File: config.mk
export PLATFORM = sky130hd
export DESIGN_NAME = pattern_memory
export DESIGN_NICKNAME = d
export VERILOG_FILES = /design/src/rtl/pattern_memory.sv
export SDC_FILE = /design/constraint.sdc
export NUM_CORES = 1
export LEC_CHECK = 0
export CAP_MARGIN = 30
export CORE_ASPECT_RATIO = 2
export CORE_MARGIN = 2
export CORE_UTILIZATION = 40
export CTS_CLUSTER_DIAMETER = 50
export DETAILED_ROUTE_END_ITERATION = 12
export GPL_ROUTABILITY_DRIVEN = 1
export GPL_TIMING_DRIVEN = 0
export SYNTH_ARGS = -nofsm -noshare
export SYNTH_HDL_FRONTEND = slang
export SYNTH_SLANG_ARGS = --single-unit
File: constraint.sdc
create_clock -name slow_clock -period 4 [get_ports slow_clock]
set_input_delay 0.4 -clock slow_clock [delete_from_list [all_inputs] [get_ports slow_clock]]
set_output_delay 0.4 -clock slow_clock [all_outputs]
set_load 0.02 [all_outputs]
File: src/rtl/pattern_memory.sv
// Pattern word store: filled during a LOADING session, committed, then served to
// the sequencer with registered reads. Reads past the committed length return zero.
module pattern_memory #(
  parameter int WORD_SIZE    = 8,
  parameter int ADDRESS_SIZE = 4,
  parameter int MEMORY_QTY   = 16
) (
  input  logic                    slow_clock,
  input  logic                    reset,
  input  logic                    load_start,
  input  logic                    load_commit,
  input  logic                    w_en,
  input  logic [ADDRESS_SIZE-1:0] w_addr,
  input  logic [WORD_SIZE-1:0]    w_data,
  input  logic                    r_en,
  input  logic [ADDRESS_SIZE-1:0] r_addr,
  output logic [WORD_SIZE-1:0]    r_data,
  output logic                    r_ready,
  output logic [ADDRESS_SIZE:0]   length,
  output logic                    w_error
);

  typedef enum logic [1:0] {
    EMPTY   = 2'd0,
    LOADING = 2'd1,
    READY   = 2'd2
  } state_t;

  state_t                  state_q, state_d;
  logic [ADDRESS_SIZE:0]   length_q, length_d;
  logic                    w_error_q, w_error_d;
  logic                    r_ready_q, r_ready_d;
  logic [WORD_SIZE-1:0]    r_data_q, r_data_d;
  logic [WORD_SIZE-1:0]    mem [MEMORY_QTY];

  logic                    w_addr_in_range;
  logic                    write_ok;
  logic [ADDRESS_SIZE:0]   w_addr_next;

  // When the array spans the whole address space every w_addr is legal.
  generate
    if (MEMORY_QTY >= (2 ** ADDRESS_SIZE)) begin : g_full
      assign w_addr_in_range = 1'b1;
    end else begin : g_partial
      localparam logic [ADDRESS_SIZE:0] QTY = (ADDRESS_SIZE + 1)'(MEMORY_QTY);
      assign w_addr_in_range = ({1'b0, w_addr} < QTY);
    end
  endgenerate

  assign write_ok    = (state_q == LOADING) && w_en && w_addr_in_range && !load_start;
  assign w_addr_next = {1'b0, w_addr} + {{ADDRESS_SIZE{1'b0}}, 1'b1};

  always_comb begin
    state_d   = state_q;
    length_d  = length_q;
    w_error_d = w_error_q;
    r_data_d  = r_data_q;

    if ((state_q == READY) && r_en) begin
      r_data_d = ({1'b0, r_addr} < length_q) ? mem[r_addr] : '0;
    end

    if (write_ok && (w_addr_next > length_q)) begin
      length_d = w_addr_next;
    end
    if (w_en && !write_ok) begin
      w_error_d = 1'b1;
    end

    // load_start wins over commit and over any write in the same cycle.
    if (load_start) begin
      state_d   = LOADING;
      length_d  = '0;
      w_error_d = 1'b0;
    end else if ((state_q == LOADING) && load_commit) begin
      state_d = (length_d != '0) ? READY : EMPTY;
    end

    r_ready_d = (state_d == READY);
  end

  always_ff @(posedge slow_clock or posedge reset) begin
    if (reset) begin
      state_q   <= EMPTY;
      length_q  <= '0;
      w_error_q <= 1'b0;
      r_ready_q <= 1'b0;
      r_data_q  <= '0;
    end else begin
      state_q   <= state_d;
      length_q  <= length_d;
      w_error_q <= w_error_d;
      r_ready_q <= r_ready_d;
      r_data_q  <= r_data_d;
    end
  end

  // Contents survive reset; length alone says which words are valid.
  always_ff @(posedge slow_clock) begin
    if (write_ok) begin
      mem[w_addr] <= w_data;
    end
  end

  assign r_data  = r_data_q;
  assign r_ready = r_ready_q;
  assign length  = length_q;
  assign w_error = w_error_q;

endmodule
### After elaboration in Yosys (flattened, before gate mapping)

Memories as Yosys holds them, arrays and structs flattened.
Index checks and enable logic that the tools add are counted.

| cells by class | value |
|---|---|
| add/sub/neg operators | 1 |
| equality and inequality tests | 3 |
| mux-type cells | 10 |
| $lt $le $gt $ge | 2 |
| reduce and logical (&&, ||, !) cells | 10 |

Operators with widths:

| kind | number |
|---|---|
| two-way mux 5 bit | 2 |
| two-way mux 8 bit | 1 |
| logical AND 1 bit | 6 |
| two-way mux 2 bit | 3 |
| adder 4 x 1 -> 5 bit (second input constant) | 1 |
| greater-than comparator 5 bit | 1 |
| < comparator 4 x 5 -> 1 bit | 1 |
| nonzero test 5 bit | 1 |
| equality test 2 bit (second input constant) | 2 |
| two-way mux 1 bit | 4 |
| equality test 2 x 1 -> 1 bit (second input constant) | 1 |
| logical NOT 1 bit | 2 |
| nonzero test 2 bit | 1 |

| storage, ports and cells | value |
|---|---|
| register bits | 17 |
| input bits | 22 |
| output and inout bits | 15 |
| memory bits (writable) | 128 |
| memories kept | 1 |

Memory list:

| memory | words | bits a word | rd ports | clocked after memory_dff | wr ports | line | text |
|---|---|---|---|---|---|---|---|
| mem | 16 | 8 | 1 | 0 | 1 | 34 | `logic [WORD_SIZE-1:0] mem [MEMORY_QTY];` |

### Logic depth before layout (Yosys ltp)

Gate-level depths: netlist (run 1).

| logic depth | value |
|---|---|
| depth after elaboration | 10 |
| mapped depth | 8 |
| gate-level depth less buffers | 8 |

### Worst setup path after synthesis (run 1)

OpenSTA, ideal clock, no wires.

| path | value |
|---|---|
| path kind | input to register |
| from | input port w_addr[0] |
| to | register state_q[1] |
| setup slack | 1872 ps |
| buffers on the path | 0 |
| arrival time | 1994 ps |
| cell stages on the path | 8 |
| data required time | 3866 ps |
| path through | ha_1 -> and3_1 -> ha_1 -> nand4_1 -> o221ai_1 -> o211ai_2 -> mux2i_1 -> o22ai_1 |

| on the way | value |
|---|---|
| cells in the longest elaborated chain, start to end | 8 |

Ends and longest elaborated chain:

| item | line | text |
|---|---|---|
| from (decl) | 13 | `input logic [ADDRESS_SIZE-1:0] w_addr,` |
| adder 4 x 1 -> 5 bit * | 51 | `assign w_addr_next = {1'b0, w_addr} + {{ADDRESS_SIZE{1'b0}}, 1'b1};` |
| greater-than comparator 5 bit | 63 | `if (write_ok && (w_addr_next > length_q)) begin` |
| logical AND 1 bit | 63 |  |
| two-way mux 5 bit * | 63 |  |
| nonzero test 5 bit * | 76 | `state_d = (length_d != '0) ? READY : EMPTY;` |
| two-way mux 2 bit * | 76 |  |
| two-way mux 2 bit * | 75 | `end else if ((state_q == LOADING) && load_commit) begin` |
| two-way mux 2 bit * | 71 | `if (load_start) begin` |
| named net state_d[1] | 29 | `state_t state_q, state_d;` |
| to (signal assigned) | 90 | `state_q <= state_d;` |
| to (decl) | 29 |  |

Mark *: on every way through the listed nets, which the timed path passes. The rest lies on a longest branch.
A chain may end at the register's enable or synchronous reset.

### Final worst setup path (run 1)

Ends and elaborated chain as after synthesis.

==> results of run 1 <==
## final timing paths
| check | end | slack [ns] | from | cells after the start |
|---|---|---|---|---|
| setup / recovery | state_q[1]$_DFF_PP0_ | 1.32 | w_addr[0] | 9 |
| hold / removal | state_q[0]$_DFF_PP0_ | 0.38 | reset | 2 |
| setup reg to reg | mem[4][7]$_DFFE_PP_ | 1.63 | state_q[1]$_DFF_PP0_ | 4 |
| hold reg to reg | r_data[4]$_DFFE_PP0P_ | 0.50 | r_data[4]$_DFFE_PP0P_ | 1 |
| max in group asynchronous | length[3]$_DFF_PP0_ | 3.20 | reset | 2 |
| min in group slow_clock | r_data[4]$_DFFE_PP0P_ | 0.50 | r_data[4]$_DFFE_PP0P_ | 1 |
## worst max-delay path, cell delays in order
cell and delay, ns:
clkdlybuf4s50_1 0.52, ha_1 0.32, and3_1 0.23, ha_1 0.32, nand4_1 0.15, o221ai_1 0.22
o211ai_2 0.26, mux2i_1 0.39, o22ai_1 0.15
## placed cells by master, fill, tap and decap left out, types with 2 or more instances in the layout
cell	Yosys	layout
mux2i_1	5	5
clkbuf_8	3	3
bufinv_16	0	2
mux4_1	19	19
nor2_1	20	20
clkinv_2	0	3
a22o_1	8	8
inv_6	0	3
nor3_1	5	3
inv_1	9	9
buf_6	3	3
nand2_1	14	14
buf_4	0	2
clkbuf_1	6	6
clkinv_4	0	6
clkdlybuf4s50_1	0	34
clkbuf_16	0	17
mux4_2	13	13
a22oi_1	14	14
edfxtp_1	128	128
dfrtp_1	17	17
nor3_2	0	2
nand3b_1	3	3
nand2b_1	4	4
o22ai_1	2	2
ha_1	12	12
a21o_1	4	4
nand3_1	3	3
a21oi_1	4	4
nor2b_1	2	2
a211oi_1	3	3
## stage by stage
step                hold slack, ns  std cells  setup slack [ns]  cell area (um2)  total power [uW]
floorplan                    0.326        314              1.87             6010              1910
global placement             0.476        543             0.944             6590              2030
detailed placement           0.494        545             0.876             6620              2040
CTS                          0.388        577              1.33             7200              3590
global route                 0.434        577              1.19             7200              3680
finish                       0.376        577              1.32             7200              3550
## final cells by class
cell class | instances | area [um2] | share of cell area (%)
buffer | 13 | 118 | 1.63
clock buffer | 17 | 425 | 5.91
clock inverter | 15 | 158 | 2.19
inverter | 9 | 33.8 | 0.469
multi-input combinational | 147 | 1600 | 22.2
sequential | 145 | 4270 | 59.3
tap | 195 | 244 | 3.39
timing repair buffer | 36 | 355 | 4.94
## cell families (layout without fill, tap and decap cells)
logic type | Yosys count | count (layout)
AO/OA/AOI/OAI | 39 | 39
XOR/XNOR | 2 | 2
adder cells (fa/ha/maj) | 12 | 12
buffers and inverters | 22 | 90
flip-flops | 145 | 145
multiplexers | 37 | 37
AND/OR/NAND/NOR | 57 | 57
## where the power goes
part           internal [uW]  leakage [uW]  total (uW)  switching, uW
registers               1680       0.00138        1700           17.1
logic                    144      0.000851         304            160
clock network            923      0.000289        1550            627
total                   2750       0.00252        3550            804
## state kept, by name (all words and copies together) (netlist names)
name	cells
r_ready	1
r_data	8
state_q	2
w_error	1
length	5
mem	128
## synthesized netlist by cell type (2+ instances only)
master	number	share of area (%)
a211oi_1	3	0.37
a21o_1	4	0.50
a21oi_1	4	0.33
a22o_1	8	1.2
a22oi_1	14	1.7
buf_6	3	0.56
clkbuf_1	6	0.37
clkbuf_8	3	0.69
dfrtp_1	17	7.1
edfxtp_1	128	64
ha_1	12	2.5
inv_1	9	0.56
mux2i_1	5	0.83
mux4_1	19	8.3
mux4_2	13	4.9
nand2_1	14	0.87
nand2b_1	4	0.42
nand3_1	3	0.25
nand3b_1	3	0.37
nor2_1	20	1.2
nor2b_1	2	0.21
nor3_1	5	0.42
o22ai_1	2	0.21
## per-layer routing
metal / vias to the layer above / track usage (%) / wire length [um]
met5: - / 0 / 0
met4: 0 / 7.12 / 192
met3: 13 / 3.57 / 285
met2: 52 / 31.5 / 7230
met1: 1549 / 16.0 / 4290
li1: 1404 / - / -
==> results.sh, run 1 <==
export IMPL_outcome="completed"
export IMPL_globalplace_congestion=0.829
export IMPL_slew_viol_final=0
export IMPL_synth_area_mm2=0.00601
export IMPL_synth_compound_area_share_pct=4.98
export IMPL_ant_nets=0
export IMPL_syn_num_nets=348
export IMPL_holdCritPathClass="input port to async pin"
export IMPL_crit_type="input port to flip-flop"
export IMPL_via_per_inst=5.23
export IMPL_path_max_fanout=8
export IMPL_crit_path_start_kind="input port"
export IMPL_drc=0
export IMPL_fin_crit_ns=2.68
export IMPL_drive_gt1_share_pct=15.7
export IMPL_synthToLayoutAreaGrowth_pct=19.8
export IMPL_crit_path_end_kind="flip-flop"
export IMPL_cts_inserted_buffers=17
export IMPL_synth_edf_count=128
export IMPL_ir_worst_vdd_v=0.000249
export IMPL_fmax_mhz=373
export IMPL_clock_path_buffers=2
export IMPL_synthMuxAreaShare_pct=14.0
export IMPL_hold_buffers=0
export IMPL_dr_pass1_iters=4
export IMPL_tightest_slew_ns=0.938
export IMPL_initial_utilization_pct=40.8
export IMPL_worst_ep_required_time_ns=4.28
export IMPL_finalCritPeriodShare_pct=67.1
export IMPL_setup_viol=0
export IMPL_routed_wl_um=12000
export IMPL_arrival_ns=2.97
export IMPL_io_pins=37
export IMPL_routedWlPerCell_um=20.8
export IMPL_p_leak_uw=0.00252
export IMPL_drt_initial_drc_count=179
export IMPL_ys_async_sr_fraction_pct=11.7
export IMPL_antenna_found_initial=0
export IMPL_clock_sinks=145
export IMPL_grt_start_max_net_pins=18
export IMPL_diodes=0
export IMPL_cts_setup_buffers=0
export IMPL_clk_latency_ns=0.42
export IMPL_fin_util_pct=48.8
export IMPL_yosysWarningCount=0
export IMPL_grt_usage_pct=16.2
export IMPL_synthSimpleGateAreaFrac_pct=4.62
export IMPL_tns_ns=0
export IMPL_power_density_mw_per_mm2=494
export IMPL_synthFlopType="edfxtp_1"
export IMPL_clockRootBuffer="clkbuf_16"
export IMPL_hpwl_um=8720
export IMPL_grt_pass1_vias=3250
export IMPL_dr_total_vias=3018
export IMPL_synthAdderAreaFrac_pct=2.50
export IMPL_clock_skew_ns=0.0116
export IMPL_portBuffers=34
export IMPL_hold_violations=0
export IMPL_synth_top_family_by_area="multiplexers"
export IMPL_rows=63
export IMPL_nets=403
export IMPL_core_mm2=0.0147
export IMPL_die_area_mm2=0.0161
export IMPL_yosysSeqAreaShare_pct=71.1
export IMPL_grt_pass1_wl_um=18700
export IMPL_grt_setup_unrepaired="no"
export IMPL_die_x_um=90.7
export IMPL_fillCellCount=1271
export IMPL_synth_avg_cell_area_um2=19.1
export IMPL_grt_overflow=0
export IMPL_cts_clk_slew_worst_paths_ns=0.06
export IMPL_yosysUniqueCellTypes=36
export IMPL_htree_levels=4
export IMPL_cts_tree="done"
export IMPL_synthCells=314
export IMPL_postCtsResizedCells=0
export IMPL_maxSlewHeadroom_pct=37.2
export IMPL_synth_seq_cells=145
export IMPL_synth_xor_xnor_area_share_pct=0.292
export IMPL_drv_cap=0
export IMPL_die_h_um=177
Power figures use the tool's default switching activity.
==> run 2, diff against run 1 <==
==> constraint.sdc (replaced) <==
create_clock -name slow_clock -period 2.7 [get_ports slow_clock]
set_input_delay 0.27 -clock slow_clock [delete_from_list [all_inputs] [get_ports slow_clock]]
set_output_delay 0.27 -clock slow_clock [all_outputs]
set_load 0.02 [all_outputs]
==> results of run 2 <==
The final DEF is identical to that of run 1. Status: completed.
Main changes from that run: setup slack after placement 0.876 ns -> -0.294 ns; setup slack after layout 1.32 ns -> 0.146 ns; hold slack 0.376 ns -> 0.246 ns; register-to-register setup slack 1.63 ns -> 0.33 ns; total power 3550 uW -> 5270 uW; worst IR drop on VDD 0.000249 V -> 0.000369 V
